[src/rtl/apb_nslv_pkg.sv]
// Shared types for the N-slave APB bridge: FSM states, select-width helper
// and the registered response record.
package apb_nslv_pkg;

    typedef enum logic [1:0] {
        StIdle,
        StSetup,
        StAccess
    } state_e;

    // Widest data path a bridge instance may use; the response record is sized to it.
    localparam int unsigned MAX_DATA_W = 256;

    typedef struct packed {
        logic [MAX_DATA_W-1:0] rdata;
        logic                  err;
        logic                  timeout;
    } rsp_t;

    function automatic int unsigned sel_width(input int unsigned n);
        return (n > 1) ? $clog2(n) : 1;
    endfunction

endpackage

[src/rtl/apb_addr_decode.sv]
// Combinational slave decode: the top SEL_W address bits pick the slave,
// indices at or above NUM_SLAVES are flagged unmapped.
module apb_addr_decode
    import apb_nslv_pkg::*;
#(
    parameter int unsigned NUM_SLAVES = 4,
    parameter int unsigned ADDR_W     = 12,
    localparam int unsigned SEL_W     = sel_width(NUM_SLAVES)
) (
    input  logic [ADDR_W-1:0] addr,
    output logic [SEL_W-1:0]  index,
    output logic              unmapped
);

    assign index    = addr[ADDR_W-1 -: SEL_W];
    assign unmapped = (32'(index) >= NUM_SLAVES);

    if (ADDR_W > SEL_W) begin : g_addr_lo
        logic unused_addr_lo;
        assign unused_addr_lo = ^addr[ADDR_W-SEL_W-1:0];
    end

endmodule

[src/rtl/apb_bridge_nslv.sv]
// APB master bridge: valid/ready command port to NUM_SLAVES APB slaves with
// address decode, back-to-back transfers and a PREADY timeout.
module apb_bridge_nslv
    import apb_nslv_pkg::*;
#(
    parameter int unsigned NUM_SLAVES = 4,
    parameter int unsigned ADDR_W     = 12,
    parameter int unsigned DATA_W     = 32,
    parameter int unsigned TIMEOUT    = 16
) (
    input  logic                         PCLK,
    input  logic                         PRESETn,
    input  logic                         cmd_valid,
    output logic                         cmd_ready,
    input  logic                         cmd_write,
    input  logic [ADDR_W-1:0]            cmd_addr,
    input  logic [DATA_W-1:0]            cmd_wdata,
    output logic                         rsp_valid,
    output logic [DATA_W-1:0]            rsp_rdata,
    output logic                         rsp_err,
    output logic                         rsp_timeout,
    output logic [NUM_SLAVES-1:0]        PSEL,
    output logic                         PENABLE,
    output logic [ADDR_W-1:0]            PADDR,
    output logic                         PWRITE,
    output logic [DATA_W-1:0]            PWDATA,
    input  logic [NUM_SLAVES*DATA_W-1:0] PRDATA,
    input  logic [NUM_SLAVES-1:0]        PREADY,
    input  logic [NUM_SLAVES-1:0]        PSLVERR
);

    localparam int unsigned SEL_W = sel_width(NUM_SLAVES);
    localparam int unsigned CNT_W = (TIMEOUT > 0) ? $clog2(TIMEOUT + 1) : 1;
    localparam logic [CNT_W-1:0] CNT_LAST = CNT_W'(TIMEOUT - 1);

    state_e                  state_q, state_d;
    logic [SEL_W-1:0]        sel_q, sel_d;
    logic                    unmapped_q, unmapped_d;
    logic [ADDR_W-1:0]       paddr_q, paddr_d;
    logic                    pwrite_q, pwrite_d;
    logic [DATA_W-1:0]       pwdata_q, pwdata_d;
    logic [NUM_SLAVES-1:0]   psel_q, psel_d;
    logic                    penable_q, penable_d;
    logic [CNT_W-1:0]        cnt_q, cnt_d;
    logic                    rsp_valid_q, rsp_valid_d;
    rsp_t                    rsp_q, rsp_d;

    logic [SEL_W-1:0]        dec_index;
    logic                    dec_unmapped;
    logic [NUM_SLAVES-1:0]   dec_psel;
    logic [DATA_W-1:0]       prdata_slv [NUM_SLAVES];
    logic                    sel_ready;
    logic                    sel_err;
    logic                    timeout_hit;
    logic                    completing;
    logic                    accept;

    apb_addr_decode #(
        .NUM_SLAVES (NUM_SLAVES),
        .ADDR_W     (ADDR_W)
    ) u_decode (
        .addr     (cmd_addr),
        .index    (dec_index),
        .unmapped (dec_unmapped)
    );

    for (genvar i = 0; i < NUM_SLAVES; i++) begin : g_prdata
        assign prdata_slv[i] = PRDATA[i*DATA_W +: DATA_W];
    end

    assign dec_psel    = dec_unmapped ? '0 : (NUM_SLAVES'(1) << dec_index);
    assign sel_ready   = PREADY[sel_q];
    assign sel_err     = PSLVERR[sel_q];
    // PREADY on the limit cycle wins over the timeout.
    assign timeout_hit = (TIMEOUT != 0) && (cnt_q == CNT_LAST) && !sel_ready;
    assign completing  = (state_q == StAccess) && (sel_ready || timeout_hit);
    assign cmd_ready   = PRESETn && ((state_q == StIdle) || completing);
    assign accept      = cmd_valid && cmd_ready;

    always_comb begin
        state_d     = state_q;
        sel_d       = sel_q;
        unmapped_d  = unmapped_q;
        paddr_d     = paddr_q;
        pwrite_d    = pwrite_q;
        pwdata_d    = pwdata_q;
        psel_d      = psel_q;
        penable_d   = penable_q;
        cnt_d       = cnt_q;
        rsp_valid_d = 1'b0;
        rsp_d       = rsp_q;

        if (accept) begin
            paddr_d    = cmd_addr;
            pwrite_d   = cmd_write;
            pwdata_d   = cmd_wdata;
            sel_d      = dec_index;
            unmapped_d = dec_unmapped;
        end

        unique case (state_q)
            StIdle: begin
                if (accept) begin
                    state_d   = StSetup;
                    psel_d    = dec_psel;
                    penable_d = 1'b0;
                end
            end
            StSetup: begin
                if (unmapped_q) begin
                    // Decode error: no bus activity, respond straight from SETUP.
                    state_d       = StIdle;
                    psel_d        = '0;
                    rsp_valid_d   = 1'b1;
                    rsp_d.rdata   = '0;
                    rsp_d.err     = 1'b1;
                    rsp_d.timeout = 1'b0;
                end else begin
                    state_d   = StAccess;
                    penable_d = 1'b1;
                    cnt_d     = '0;
                end
            end
            StAccess: begin
                if (completing) begin
                    rsp_valid_d   = 1'b1;
                    rsp_d.timeout = timeout_hit;
                    rsp_d.err     = timeout_hit || sel_err;
                    rsp_d.rdata   = (!timeout_hit && !pwrite_q && !sel_err) ?
                                    MAX_DATA_W'(prdata_slv[sel_q]) : '0;
                    penable_d     = 1'b0;
                    if (accept) begin
                        state_d = StSetup;
                        psel_d  = dec_psel;
                    end else begin
                        state_d = StIdle;
                        psel_d  = '0;
                    end
                end else if (TIMEOUT != 0) begin
                    cnt_d = cnt_q + 1'b1;
                end
            end
            default: begin
                state_d   = StIdle;
                psel_d    = '0;
                penable_d = 1'b0;
            end
        endcase
    end

    always_ff @(posedge PCLK) begin
        if (!PRESETn) begin
            state_q     <= StIdle;
            sel_q       <= '0;
            unmapped_q  <= 1'b0;
            paddr_q     <= '0;
            pwrite_q    <= 1'b0;
            pwdata_q    <= '0;
            psel_q      <= '0;
            penable_q   <= 1'b0;
            cnt_q       <= '0;
            rsp_valid_q <= 1'b0;
            rsp_q       <= '0;
        end else begin
            state_q     <= state_d;
            sel_q       <= sel_d;
            unmapped_q  <= unmapped_d;
            paddr_q     <= paddr_d;
            pwrite_q    <= pwrite_d;
            pwdata_q    <= pwdata_d;
            psel_q      <= psel_d;
            penable_q   <= penable_d;
            cnt_q       <= cnt_d;
            rsp_valid_q <= rsp_valid_d;
            rsp_q       <= rsp_d;
        end
    end

    assign PSEL        = psel_q;
    assign PENABLE     = penable_q;
    assign PADDR       = paddr_q;
    assign PWRITE      = pwrite_q;
    assign PWDATA      = pwdata_q;
    assign rsp_valid   = rsp_valid_q;
    assign rsp_rdata   = rsp_q.rdata[DATA_W-1:0];
    assign rsp_err     = rsp_q.err;
    assign rsp_timeout = rsp_q.timeout;

    if (DATA_W < MAX_DATA_W) begin : g_rdata_hi
        logic unused_rdata_hi;
        assign unused_rdata_hi = ^rsp_q.rdata[MAX_DATA_W-1:DATA_W];
    end

endmodule

[config.mk]
export PLATFORM = sky130hd
export DESIGN_NAME = apb_bridge_nslv
export DESIGN_NICKNAME = d
export VERILOG_FILES = /design/src/rtl/apb_nslv_pkg.sv /design/src/rtl/apb_addr_decode.sv /design/src/rtl/apb_bridge_nslv.sv
export SDC_FILE = /design/constraint.sdc
export NUM_CORES = 1
export LEC_CHECK = 0
export ABC_CLOCK_PERIOD_IN_PS = 2200
export BUFFER_PORTS_ARGS = -buffer_cell sky130_fd_sc_hd__buf_2
export CAP_MARGIN = 20
export CORE_AREA = 2 2 105 107
export CTS_BUF_LIST = sky130_fd_sc_hd__clkbuf_8
export DETAILED_ROUTE_END_ITERATION = 10
export DIE_AREA = 0 0 107 109
export PLACE_DENSITY = 0.84
export SYNTH_ARGS = -nofsm -noshare
export SYNTH_HDL_FRONTEND = slang
export SYNTH_SLANG_ARGS = --single-unit
[constraint.sdc]
create_clock -name PCLK -period 2.2 [get_ports PCLK]
set_input_delay 0.22 -clock PCLK [delete_from_list [all_inputs] [get_ports PCLK]]
set_output_delay 0.22 -clock PCLK [all_outputs]
set_load 0.02 [all_outputs]
-- Word level (Yosys, flattened, before mapping)
Cells that the tools add are included.
- register bits: 94
- latch bits: 0
- RAM bits: 0
- ROM bits: 0
- input bits: 184
- output and inout port bits: 86
- logic and storage cells: 68
- memories: 0
- $add $sub $neg: 1
- multipliers: 0
- divide/modulo/power cells: 0
- magnitude comparators: 2
- equal/unequal tests: 6
- shifts and indexed selects: 1
- muxes and demuxes: 24
- bitwise gates (word level): 2
- reductions and logical operators: 20
- operators with widths (cell ; number):
    $mux 32 ; 3
    $mux 34 ; 2
    $bmux 32 s2 ; 1
    $mux 4 ; 3
    $pmux 4 s3 ; 1
    $pmux 5 s2 ; 1
    $logic_and 1x1->1 ; 6
    $mux 1 ; 6
    $ne 2x2->1 const B ; 3
    $pmux 2 s3 ; 1
    $reduce_and 2->1 ; 3
    $reduce_and 3->1 ; 2
    $add 5x1->5 const B ; 1
    $eq 5x4->1 const B ; 1
    $mux 5 ; 1
    $bmux 1 s2 ; 2
    $logic_not 1->1 ; 4
    $mux 2 ; 2
    $shl 1x2->4 const A ; 1
    $ge 3x3->1 const B ; 1
    $logic_or 1x1->1 ; 3
    $lt 2x3->1 const B ; 1
    $not 2->3 ; 1
    $pmux 1 s3 ; 1
    5 further kinds ; 5

-- Longest topological paths before layout
- depth in word-level cells: 12
- mapped depth: 8

-- Cells and area by module
A second synthesis with hierarchy kept.
- cell total of the unflattened synthesis: 425
- area, all modules: 4652.0 um^2
- modules (own cells, without submodules) (module ; times used ; cells each ; area an instance (um^2) ; sequential area each (um^2)):
    apb_bridge_nslv ; 1 ; 421 ; 4625.7 ; 1901.8
    apb_addr_decode ; 1 ; 4 ; 26.3 ; 0.0

-- Worst setup path before layout
No wires, ideal clock.
- path kind: register to output
- from: reg cnt_q[0]
- to: out cmd_ready
- arrival time: 1841 ps
- required time: 1980 ps
- setup slack: 139 ps
- cell stages (with the launch flop): 7
- buffers on the path: 0
- path through: dfxtp_1 ha_1 and3_1 ha_1 nor2b_1 a22o_2 a211oi_1
- longest elaborated chain between the ends: 6
- RTL lines (element ; line ; text):
    start: declaration ; apb_bridge_nslv.sv:44 ; logic [CNT_W-1:0] cnt_q, cnt_d;
    start signal: assignment ; apb_bridge_nslv.sv:173 ; cnt_q <= cnt_d;
    $eq 5x4->1 ; apb_bridge_nslv.sv:75 ; assign timeout_hit = (TIMEOUT != 0) && (cnt_q == CNT_LAST) && !sel_ready;
    $logic_and 1x1->1 ; apb_bridge_nslv.sv:75 ;
    $logic_or 1x1->1 ; apb_bridge_nslv.sv:76 ; assign completing = (state_q == StAccess) && (sel_ready || timeout_hit);
    $logic_and 1x1->1 ; apb_bridge_nslv.sv:76 ;
    $logic_or 1x1->1 ; apb_bridge_nslv.sv:77 ; assign cmd_ready = PRESETn && ((state_q == StIdle) || completing);
    $logic_and 1x1->1 ; apb_bridge_nslv.sv:77 ;
    end: declaration ; apb_bridge_nslv.sv:14 ; output logic cmd_ready,
Every way passes these cells.

-- Worst setup path in the final report
Ends and elaborated chain as after synthesis.

==> flow_metrics.py <==
metrics = {
    "final_layout": {
        "fin_util_pct": 56.81,
        "nets": 834,
        "fin_cells": 794,
        "stdcell_area_um2": 6023,
        "drive_above_1_share_pct": 53.68,
        "area_growth_pct": 40.84,
    },
    "timing": {
        "worst_pin_slew_ns": 0.8300,
        "relSlewSlack_pct": 44.67,
        "period_share_pct": 97.73,
        "fin_crit_ns": 2.150,
        "hold_viol": 0,
        "setup_viol": 0,
        "rsz0062_at_grt": "yes",
        "hold_ws_ns": 0.1012,
        "worst_slack_ns": 0.04997,
        "finClkSkew_ns": 0.01205,
        "clock.fmax_mhz": 465.1,
        "slew_violations": 0,
    },
    "route": {
        "routed_wl_um": 13740,
        "drtIter0Drc": 385,
        "ant_nets": 0,
        "drc": 0,
        "viasPerCell": 5.215,
        "num_vias": 4141,
        "wl_per_cell_um": 17.31,
        "firstDrtPassIters": 4,
    },
    "job": {
        "maxCapViolations": 0,
    },
    "synthesis": {
        "synth_nets": 572,
        "synth-seq-cells": 91,
        "syn_avg_cell_area_um2": 11.08,
        "ys_warn_count": 0,
        "synth_commonest_cells": "dfxtp_1, nand2_1, mux2i_1",
        "yosysUniqueCellTypes": 36,
        "synth.most_common_cell": "dfxtp_1",
        "yosys-top-cells-area": "dfxtp_1, mux4_2, mux2i_1, nand2_1, a22o_1",
        "syn-cell-area_um2": 4277,
        "yosysSeqAreaShare_pct": 42.60,
        "async_flop_share_pct": 0,
        "synth_edf_count": 0,
        "synth_top_area_share_pct": 42.60,
        "ys.flop_type": "dfxtp_1",
        "yosysTopAreaCell": "dfxtp_1",
        "synth_cells": 386,
    },
    "place": {
        "placed_cells": 773,
        "hpwl_um": 10690,
        "post_dp_cell_area_um2": 5732,
        "place.gp.congestion": 0.9238,
        "portBuffers": 269,
        "place_ws_ns": -0.1019,
    },
    "clock_tree": {
        "cts_root_buf": "clkbuf_8",
        "cts_tree": "built",
        "clk_pin_slew_ns": 0.09,
        "cts_buffers": 9,
        "cts.path.max_buffers": 2,
        "ctsHoldBuffers": 0,
        "clkSinkCount": 91,
        "htree_levels": 3,
        "clk_latency_ns": 0.36,
    },
    "setup_path": {
        "slowest_stage": "dfxtp_2",
        "critPathMaxFanout": 4,
        "criticalPathCategory": "reg2out",
        "cp_top_family": "compound AO/OA/AOI/OAI gates",
        "crit_chain": "ha_2 -> and3_4 -> ha_4 -> nor2b_2 -> a22o_4 -> a211oi_2 -> buf_4",
        "crit_start": "cnt_q[0]",
        "crit_path_start_kind": "register",
        "slowest_delay_ns": 0.34,
        "worstPathArrival_ns": 1.93,
        "r2r_start": "cnt_q[0]",
        "cp-end-kind": "primary output",
        "path_buf_inv": 1,
        "required_ns": 1.98,
    },
    "global_route": {
        "grt_max_degree": 95,
        "grt_use_total_pct": 22.38,
        "overflow": 0,
        "antenna_found_initial": 3,
        "grt_pass1_vias": 3997,
        "grt_pass1_wl_um": 20180,
    },
    "worst_hold_path": {
        "min_path_type": "in2reg",
        "hold_start": "cmd_wdata[31]",
    },
    "die": {
        "ios": 270,
        "coreArea_um2": 10600,
        "die-area_um2": 11660,
        "start_util_pct": 40.34,
        "rows": 38,
        "die_x_um": 107,
        "die_y_um": 109,
    },
    "power_and_ir_drop": {
        "power_leakage_uw": 0.002902,
        "powerDensity_nw_per_um2": 625.8,
        "irDropWorstVdd_mv": 0.4161,
    },
    "status": {
        "status": "completed",
    },
}
-- stage by stage --
step | total power (uW) | TNS [ns]
after floorplan | 2278 | 0
after global placement | 2562 | 0
after detailed placement | 2591 | -2.205
after CTS | 3800 | 0
after global routing | 3942 | -0.04799
final | 3770 | 0
-- flip-flops by register name, indices dropped and copies added (netlist names) --
| name | flops |
|---|---|
| PWDATA | 32 |
| PSEL | 4 |
| rsp_rdata | 32 |
| state_q | 2 |
| rsp_valid | 1 |
| cnt_q | 5 |
| rsp_err | 1 |
| sel_q | 2 |
| PWRITE | 1 |
| rsp_timeout | 1 |
| PADDR | 10 |
-- logic make-up after synthesis --
logic type	Yosys count	share of synthesized area, %
and+or+nand+nor	122	12.40
adders and majority gates	2	0.5850
buffers and inverters	35	4.856
DFF	91	42.60
AOI/OAI and AO/OA	56	10.88
muxes	80	28.67
-- cells in the final DEF, fill, tap and decap left out, types with 3 or more instances in the layout --
| cell type | instances |
|---|---|
| nand3_1 | 6 |
| buf_4 | 11 |
| a21oi_1 | 6 |
| mux2i_1 | 46 |
| dfxtp_1 | 87 |
| a22o_1 | 34 |
| nor2b_1 | 3 |
| nand2b_1 | 4 |
| mux4_2 | 34 |
| buf_12 | 4 |
| clkbuf_8 | 9 |
| nand2_1 | 90 |
| nor2_1 | 5 |
| buf_2 | 268 |
| o21ai_0 | 3 |
| dfxtp_2 | 4 |
| inv_1 | 4 |
-- worst paths after layout --
path	depth (start not counted)	slack, ns	end
max	7	0.05	cmd_ready
min	3	0.10	PWDATA[31]
max reg2reg	8	0.13	PWDATA[16]
min reg2reg	2	0.46	PWDATA[30]
-- report_power, final --
group	internal (uW)	leakage, uW	switching [uW]
combinational	398	0.00205	396
clock	628	0.000110	571
sequential	1720	0.000744	54.3
total	2750	0.00290	1020
-- tightest hold or removal path: stages --
cell and delay [ns]:
buf_2 0.10, nand2_1 0.04, mux2i_1 0.06
-- layer usage --
layer / vias up / global-route usage (%) / routed length (um) / part of all wire [%]
li1: 1934 / - / - / -
met1: 1964 / 25.09 / 5135 / 37
met2: 205 / 39.40 / 7003 / 51
met3: 36 / 6.396 / 1149 / 8.4
met4: 2 / 10.39 / 439 / 3.2
met5: - / 0 / 13 / 0.095
-- final cells by class --
class | count | area [um^2]
repair buffers | 283 | 1504
clock inverters | 6 | 82.58
diodes | 2 | 5.005
multi-input cells | 260 | 2295
well taps | 140 | 175.2
clock buffers | 9 | 123.9
fillers | 883 | 4579
flip-flops and latches | 91 | 1827
inverters | 3 | 11.26
-- repair_timing --
item,in CTS,in global routing
gates cloned,0,0
resized for setup,9,3
setup endpoints to repair,42,12
buffers inserted,3,1
pin swaps,1,2
(Power assumes the default switching activity.)
